`src/rtl/pipe_hazard_ctrl_pkg.sv`:
```
// Shared definitions for the pipeline hazard controller.
//   - FSM state codes (RUN / LSTALL / JWAIT)
//   - next-PC select codes (PCSEL_*)
//   - default register-address width and stall counter width
//   - saturating increment helper, only built when HAZARD_PERF_EN is defined
package pipe_hazard_ctrl_pkg;

    localparam int AW_DEFAULT = 6;
    localparam int CNT_W      = 5;

    typedef enum logic [1:0] {
        ST_RUN    = 2'd0,
        ST_LSTALL = 2'd1,
        ST_JWAIT  = 2'd2
    } ctrl_state_e;

    localparam logic [1:0] PCSEL_INC = 2'b00;  // pc + 1
    localparam logic [1:0] PCSEL_REL = 2'b01;  // pc_plus_y (branch / jump-immediate)
    localparam logic [1:0] PCSEL_XRS = 2'b10;  // register jump target
    localparam logic [1:0] PCSEL_MEM = 2'b11;  // target returned by data memory

`ifdef HAZARD_PERF_EN
    function automatic logic [31:0] sat_inc(input logic [31:0] v);
        return (v == 32'hFFFF_FFFF) ? v : v + 32'd1;
    endfunction
`endif

endpackage

```
`src/rtl/pipe_hazard_ctrl_hazard_cmp.sv`:
```
// hazard_cmp: combinational load-use detector.
// Flags when the instruction in EX is a register-writing load whose destination
// matches a source register actually read by the instruction in ID.
// Ports:
//   rs_id, rt_id  in  AW  source registers of the ID instruction
//   use_rs, use_rt in 1   ID instruction reads rs / rt
//   rd_ex         in  AW  destination register of the EX instruction
//   mem_read      in  1   EX instruction is a load
//   reg_wrt       in  1   EX instruction writes a register
//   load_use      out 1   hazard detected
// Register 0 is deliberately not special-cased.
module hazard_cmp #(
    parameter int AW = 6
) (
    input  logic [AW-1:0] rs_id,
    input  logic [AW-1:0] rt_id,
    input  logic          use_rs,
    input  logic          use_rt,
    input  logic [AW-1:0] rd_ex,
    input  logic          mem_read,
    input  logic          reg_wrt,
    output logic          load_use
);

    always_comb begin
        load_use = mem_read & reg_wrt &
                   ((use_rs & (rs_id == rd_ex)) | (use_rt & (rt_id == rd_ex)));
    end

endmodule

```
`src/rtl/pipe_hazard_ctrl.sv`:
```
// pipe_hazard_ctrl: sequences the IF/ID and ID/EX pipeline registers.
// Detects load-use hazards and redirects (branch/jump resolved in EX) and drives
// PC write-enable, IF/ID hold/flush, ID/EX bubble and next-PC select.
// Ports:
//   clock, reset                rising-edge clock, synchronous active-high reset
//   rs_id, rt_id, useRs_id, useRt_id   ID-stage source operands
//   rd_ex, memRead_ex, regWrt_ex       EX-stage destination / load info
//   branchZero_ex, branchNeg_ex, jump_ex, jumpMem_ex, zero_ex, neg_ex
//                               EX-stage control-flow resolution
//   pcWrite, ifIdWrite, ifIdFlush, idExBubble, pcSel[1:0]   pipeline controls
//   ctrlState[1:0]              current FSM state (debug)
//   stallCount, flushCount      performance counters, present only when the
//                               HAZARD_PERF_EN macro is defined
//
// state  | meaning
// RUN    | normal issue; resolves redirects and load-use hazards combinationally
// LSTALL | extra load-use bubbles beyond the first; hazard inputs ignored
// JWAIT  | waiting for a memory-indirect jump target; front end flushed
module pipe_hazard_ctrl
    import pipe_hazard_ctrl_pkg::*;
#(
    parameter int AW                = AW_DEFAULT,
    parameter int LOAD_STALL_CYCLES = 1,
    parameter int JMEM_WAIT_CYCLES  = 1
) (
    input  logic          clock,
    input  logic          reset,
    input  logic [AW-1:0] rs_id,
    input  logic [AW-1:0] rt_id,
    input  logic          useRs_id,
    input  logic          useRt_id,
    input  logic [AW-1:0] rd_ex,
    input  logic          memRead_ex,
    input  logic          regWrt_ex,
    input  logic          branchZero_ex,
    input  logic          branchNeg_ex,
    input  logic          jump_ex,
    input  logic          jumpMem_ex,
    input  logic          zero_ex,
    input  logic          neg_ex,
    output logic          pcWrite,
    output logic          ifIdWrite,
    output logic          ifIdFlush,
    output logic          idExBubble,
    output logic [1:0]    pcSel,
`ifdef HAZARD_PERF_EN
    output logic [31:0]   stallCount,
    output logic [31:0]   flushCount,
`endif
    output logic [1:0]    ctrlState
);

    ctrl_state_e      state_q, state_d;
    logic [CNT_W-1:0] cnt_q, cnt_d;
    logic             load_use;
    logic             redirect;

    hazard_cmp #(.AW(AW)) u_hazard_cmp (
        .rs_id    (rs_id),
        .rt_id    (rt_id),
        .use_rs   (useRs_id),
        .use_rt   (useRt_id),
        .rd_ex    (rd_ex),
        .mem_read (memRead_ex),
        .reg_wrt  (regWrt_ex),
        .load_use (load_use)
    );

    always_comb begin
        redirect = jump_ex | jumpMem_ex | (branchZero_ex & zero_ex) | (branchNeg_ex & neg_ex);
    end

    always_ff @(posedge clock) begin
        if (reset) begin
            state_q <= ST_RUN;
            cnt_q   <= '0;
        end else begin
            state_q <= state_d;
            cnt_q   <= cnt_d;
        end
    end

    always_comb begin
        state_d = state_q;
        cnt_d   = cnt_q;
        case (state_q)
            ST_RUN: begin
                if (jumpMem_ex) begin
                    cnt_d   = CNT_W'(JMEM_WAIT_CYCLES - 1);
                    state_d = ST_JWAIT;
                end else if (!redirect && load_use && (LOAD_STALL_CYCLES > 1)) begin
                    // The RUN cycle itself supplies the first bubble.
                    cnt_d   = CNT_W'(LOAD_STALL_CYCLES - 2);
                    state_d = ST_LSTALL;
                end
            end
            ST_LSTALL, ST_JWAIT: begin
                if (cnt_q == '0) state_d = ST_RUN;
                else             cnt_d   = cnt_q - 1'b1;
            end
            default: begin
                state_d = ST_RUN;
                cnt_d   = '0;
            end
        endcase
    end

    always_comb begin
        pcWrite    = 1'b1;
        ifIdWrite  = 1'b1;
        ifIdFlush  = 1'b0;
        idExBubble = 1'b0;
        pcSel      = PCSEL_INC;
        if (reset) begin
            pcWrite    = 1'b0;
            ifIdWrite  = 1'b0;
            ifIdFlush  = 1'b1;
            idExBubble = 1'b1;
        end else begin
            case (state_q)
                ST_LSTALL: begin
                    pcWrite    = 1'b0;
                    ifIdWrite  = 1'b0;
                    idExBubble = 1'b1;
                end
                ST_JWAIT: begin
                    ifIdFlush  = 1'b1;
                    idExBubble = 1'b1;
                    if (cnt_q != '0) pcWrite = 1'b0;
                    else             pcSel   = PCSEL_MEM;
                end
                default: begin
                    // Priority jumpMem > jump > branch; any redirect squashes
                    // the wrong-path ID instruction, so it beats load-use.
                    if (jumpMem_ex) begin
                        pcWrite    = 1'b0;
                        ifIdFlush  = 1'b1;
                        idExBubble = 1'b1;
                    end else if (redirect) begin
                        ifIdFlush  = 1'b1;
                        idExBubble = 1'b1;
                        pcSel      = jump_ex ? PCSEL_XRS : PCSEL_REL;
                    end else if (load_use) begin
                        pcWrite    = 1'b0;
                        ifIdWrite  = 1'b0;
                        idExBubble = 1'b1;
                    end
                end
            endcase
        end
    end

    assign ctrlState = state_q;

`ifdef HAZARD_PERF_EN
    logic [31:0] stall_count_q, stall_count_d;
    logic [31:0] flush_count_q, flush_count_d;

    always_comb begin
        stall_count_d = stall_count_q;
        flush_count_d = flush_count_q;
        if (!ifIdWrite)                  stall_count_d = sat_inc(stall_count_q);
        if (state_q == ST_RUN && redirect) flush_count_d = sat_inc(flush_count_q);
    end

    always_ff @(posedge clock) begin
        if (reset) begin
            stall_count_q <= '0;
            flush_count_q <= '0;
        end else begin
            stall_count_q <= stall_count_d;
            flush_count_q <= flush_count_d;
        end
    end

    assign stallCount = stall_count_q;
    assign flushCount = flush_count_q;
`endif

endmodule

```
`config.mk`:
```
export PLATFORM = sky130hd
export DESIGN_NAME = pipe_hazard_ctrl
export DESIGN_NICKNAME = d
export VERILOG_FILES = /design/src/rtl/pipe_hazard_ctrl_pkg.sv /design/src/rtl/pipe_hazard_ctrl_hazard_cmp.sv /design/src/rtl/pipe_hazard_ctrl.sv
export SDC_FILE = /design/constraint.sdc
export NUM_CORES = 1
export LEC_CHECK = 0
export ABC_CLOCK_PERIOD_IN_PS = 2270
export CAP_MARGIN = 10
export CORE_MARGIN = 1.5
export CORE_UTILIZATION = 31
export CTS_CLUSTER_DIAMETER = 80
export DETAILED_ROUTE_END_ITERATION = 8
export GPL_ROUTABILITY_DRIVEN = 0
export PLACE_DENSITY = 0.76
export SLEW_MARGIN = 5
export SYNTH_ARGS = -nofsm -noshare
export SYNTH_HDL_FRONTEND = slang
export SYNTH_HIERARCHICAL = 1
export SYNTH_SLANG_ARGS = --single-unit
```
`constraint.sdc`:
```
create_clock -name clock -period 2.27 [get_ports clock]
set_clock_uncertainty 0.15 [all_clocks]
set_input_delay 0.681 -clock clock [delete_from_list [all_inputs] [get_ports clock]]
set_output_delay 0.681 -clock clock [all_outputs]
set_load 0.05 [all_outputs]
```
After elaboration in Yosys (flattened, before gate mapping)
Cells that the tools add are included.
W data, S select, Z words.

storage, ports and cells
  flip-flop bits (word level) = 7
  input bits = 30
  output and inout bits = 8
  logic and storage cells = 56

operators by class
  $add $sub $neg = 1
  equality and inequality tests = 7
  mux-type cells = 30
  bitwise gates (word level) = 10
  reduce and logical (&&, ||, !) cells = 6

operator list
  kind                   count
  $mux W1                15
  $mux W2                7
  $eq A6 B6 Y1           2
  $mux W5                2
  $pmux W5 S2            1
  $pmux W2 S2            2
  $and A1 B1 Y1          6
  $pmux W1 S2            3
  $logic_not A5 Y1       1
  $reduce_bool A5 Y1     1
  $sub A5 B1 Y5 const B  1
  $ne A2 B2 Y1 const B   2
  $or A1 B1 Y1           4
  $reduce_and A2 Y1      2
  $eq A2 B1 Y1 const B   1
  $eq A2 B2 Y1 const B   1
  $logic_not A2 Y1       1
  $ne A2 B1 Y1 const B   1
  $reduce_or A2 Y1       1

Longest topological paths before layout
  word-level depth = 9
  gate-level depth with buffers = 7
  depth with buffers taken out = 7

Cells and area by module
Netlist, hierarchy kept.

modules (own cells, without submodules)
  module            instances  cells each  area an instance (µm²)  seq. area each (µm²)
  pipe_hazard_ctrl  1          51          411.6                   120.1
  hazard_cmp        1          17          140.1                   0.0

Worst setup path before layout
OpenSTA, ideal clock, no wires.

  path kind = reg-to-output
  start point = reg state_q[1] (netlist: ctrlState[1])
  end point = out pcSel[0]
  arrival time = 2155 ps
  data required time = 1439 ps
  slack = -716 ps
  cell stages (with the launch flop) = 4
  path buffers = 1
  cells stage by stage = dfxtp_1 clkbuf_1 or3b_1 a21oi_1

on the way
  longest elaborated chain between the ends = 3
  elaborated cells on any way between the ends = 4
  classes of those cells = eq/ne (2); mux (2)

RTL lines
  what                                          line                     text
  from (decl)                                   pipe_hazard_ctrl.sv:53   ctrl_state_e state_q, state_d;
  from (signal assigned)                        pipe_hazard_ctrl.sv:78   state_q <= state_d;
  $eq A2 B2 Y1 or $eq A2 B1 Y1 (tied branches)  pipe_hazard_ctrl.sv:120  case (state_q)
  $pmux W2 S2 *                                 pipe_hazard_ctrl.sv:120
  $mux W2 *                                     pipe_hazard_ctrl.sv:114  if (reset) begin
  to (decl)                                     pipe_hazard_ctrl.sv:45   output logic [1:0] pcSel,

Every way passes the cells marked *; elsewhere a longest branch is shown, timed or not.

Final worst setup path
  start point = in rt_id[3]
  end point = out idExBubble

on the way
  longest elaborated chain between the ends = 9

RTL lines
  what           line                               text
  from (decl)    pipe_hazard_ctrl.sv:29             input logic [AW-1:0] rt_id,
  $eq A6 B6 Y1   pipe_hazard_ctrl_hazard_cmp.sv:27  ((use_rs & (rs_id == rd_ex)) | (use_rt & (rt_id == rd_ex)));
  $and A1 B1 Y1  pipe_hazard_ctrl_hazard_cmp.sv:27
  $or A1 B1 Y1   pipe_hazard_ctrl_hazard_cmp.sv:27
  $and A1 B1 Y1  pipe_hazard_ctrl_hazard_cmp.sv:26  load_use = mem_read & reg_wrt &
  net load_use   pipe_hazard_ctrl.sv:55             logic load_use;
  $mux W1        pipe_hazard_ctrl.sv:143            end else if (load_use) begin
  $mux W1        pipe_hazard_ctrl.sv:139            end else if (redirect) begin
  $mux W1        pipe_hazard_ctrl.sv:135            if (jumpMem_ex) begin
  $mux W1        pipe_hazard_ctrl.sv:120
  $mux W1        pipe_hazard_ctrl.sv:114
  to (decl)      pipe_hazard_ctrl.sv:44             output logic idExBubble,

The timed path passes the listed nets, and every way through them passes these cells.

==> out/metrics.yaml <==
floorplanning:
  die_width_um: 45.2
  io-pin-count: 38
  die_h_um: 45.2
  die-area_um2: 2040
  fp-row-count: 15
  core-area_um2: 1690
  initial_core_util_pct: 32.7
timing:
  max_freq_mhz: 352
  slew_violations: 0
  rsz0062_at_grt: "true"
  min_period_over_period_pct: 125
  timing_hold_violations_final: 0
  setup_viol: 6
  setup_ws_ns: -0.573
  fin_crit_ns: 2.84
critical_path:
  max_stage_delay_ns: 0.38
  critical_path.top_delay_family: "simple AND/OR/NAND/NOR gates"
  crit_chain: "buf_2, xnor2_2, nand4_1, nor4_2, o211a_1, buf_6, or3b_4, buf_12"
  arrival_ns: 2.01
  critical_path_buf_inv_count: 3
  worst-endpoint-required_ns: 1.44
  startpoint_type: "input pin"
  crit_type: "input pin to primary output"
  crit_path_max_fanout: 2
  r2r_setup_slack_ns: 0.43
  critPathSlowestCell: "or3b_4"
  end_kind: "primary output"
finish:
  drive_gt1_share_pct: 65.3
  mostFrequentLayoutCells: "18 x buf_4, 14 x buf_6, 10 x buf_2"
  area_growth_pct: 128
  fin_cells: 141
  fillers: 114
  finish.instance_area_um2: 1260
  layout.nets: 157
  final_common_cell: "buf_4"
  diodes: 0
clock_network:
  cts_buffers: 3
  cts_htree_levels: 1
  hold_buffers: 0
  clock_path_buffers: 2
  cts_sinks: 6
  insertion_delay_ns: 0.24
  tritoncts: "built"
  cts.clk_slew.worst_paths_ns: 0.04
  cts_root_buf: "clkbuf_4"
synth:
  yosys.area.top_type: "dfxtp_1"
  yosysWarningCount: 6
  synthArstFlopShare_pct: 0
  synth_edf_count: 0
  syn-num-nets: 99
  ys_seq_area_share_pct: 21.8
  synthFlopType: "dfxtp_1"
  ys_top_cells_by_area: "dfxtp_1 22%, xnor2_1 9.5%, xor2_1 9.5%"
  avgSynthCellArea_um2: 8.11
  netlist.area_leader.share_pct: 21.8
  synth_area_um2: 552
  ys_types: 32
  synth_seq_cells: 6
  synthCells: 68
placed_design:
  dp_hpwl_um: 1580
  portBuffers: 36
  place_inst: 131
  dpl-instance-area_um2: 1130
route:
  vias: 745
  firstDrtPassIters: 4
  drt_iter0_drc: 18
  wl_um: 2230
  drc_errors: 0
  via_per_inst: 5.28
  wl_per_cell_um: 15.8
  antenna_left: 0
global_routing:
  grt_pass1_wl_um: 3110
  antenna_found_initial: 0
  grt_usage_pct: 20.7
  grt_pass1_vias: 721
  grt_overflow: 0
  grt_max_degree: 13
pwr:
  power_density_nw_per_um2: 331
  ir_drop_uv: 251
  power_leakage_uw: 0.000558
outcome:
  violations: "negative setup slack"
  status: "finished with violations"
min_path:
  hold_path_class: "flip-flop to flip-flop"
run:
  cap_violations: 0
stage by stage:
| stage | util (%) | power [uW] | hold slack, ns | setup TNS [ns] | worst slack, ns |
|---|---|---|---|---|---|
| final | 74.4 | 417 | 0.354 | -2.70 | -0.573 |
| after floorplan | - | 201 | 0.311 | -1.14 | -0.235 |
| after global routing | 74.4 | 438 | 0.369 | -2.98 | -0.588 |
| after detailed placement | 66.8 | 303 | 0.342 | -4.04 | -0.960 |
| after CTS | 70.2 | 405 | 0.352 | -2.83 | -0.606 |
| after global placement | 66.8 | 301 | 0.342 | -3.71 | -0.878 |
synth_stat cells, types with 2 or more instances:
library cell and n:
or3b_1 2, nand4b_1 3, o21ai_0 2, dfxtp_1 6, xnor2_1 6, a21oi_1 6
nor2_1 2, nand2_1 5, inv_1 2, nand4_1 2, xor2_1 6, nand2b_1 3
nand3b_1 2, nor4_1 3
path summary, 6_finish.rpt:
kind	start	endpoint	cells past startpoint
max	rt_id[3]	idExBubble	8
max reg2reg	cnt_q[0]$_SDFFE_PP0P_	cnt_q[0]$_SDFFE_PP0P_	5
min	cnt_q[4]$_SDFFE_PP0P_	cnt_q[4]$_SDFFE_PP0P_	1
min reg2reg	cnt_q[4]$_SDFFE_PP0P_	cnt_q[4]$_SDFFE_PP0P_	1
flip-flops by register name, indices dropped and copies added, names as in the netlist:
register	flops
cnt_q	5
ctrlState	1
cells by family after synthesis:
logic type      after synthesis  synth area share, %
mux                           1                 2.72
simple gates                 29                 34.5
flops                         6                 21.8
other cells                   1                0.680
compound gates               13                 15.0
buf+inv                       5                 4.08
fa+ha+maj                     1                 2.27
xor+xnor                     12                 19.0
worst reg2reg max path, delay by kind of cell, from the launching register on:
family / cells / cell delay [ns]
buffers and inverters: 2 / 0.18
AND/OR/NAND/NOR: 1 / 0.50
AO/OA/AOI/OAI: 1 / 0.42
adder cells (fa/ha/maj): 1 / 0.13
flip-flops: 1 / 0.32
where the power goes:
part / switching, uW / total [uW] / internal, uW
combinational: 100 / 208 / 108
sequential: 2.19 / 110 / 108
clock: 39.0 / 98.9 / 59.9
layout make-up:
type	count	area [um2]	share of cell area, %
inverters	2	7.51	0.597
well taps	17	21.3	1.69
repair buffers	56	523	41.6
multi-input cells	57	559	44.5
clock buffers	3	22.5	1.79
flip-flops and latches	6	124	9.85
routing by layer:
| metal | up-vias | GRT usage, % | routed length (um) |
|---|---|---|---|
| met5 | - | 0 | 0 |
| met4 | 0 | 2.94 | 17 |
| met3 | 4 | 5.60 | 91 |
| met2 | 24 | 36.0 | 1150 |
| met1 | 359 | 25.9 | 978 |
| li1 | 358 | - | - |
timing repair:
| action | CTS | global route |
|---|---|---|
| setup buffers | 6 | 2 |
| endpoints found under the hold margin | 0 | 0 |
| setup endpoints to repair | 6 | 6 |
| pin swaps | 25 | 10 |
| resized for setup | 100 | 16 |
No activity file was read; power rests on OpenSTA's default activity.
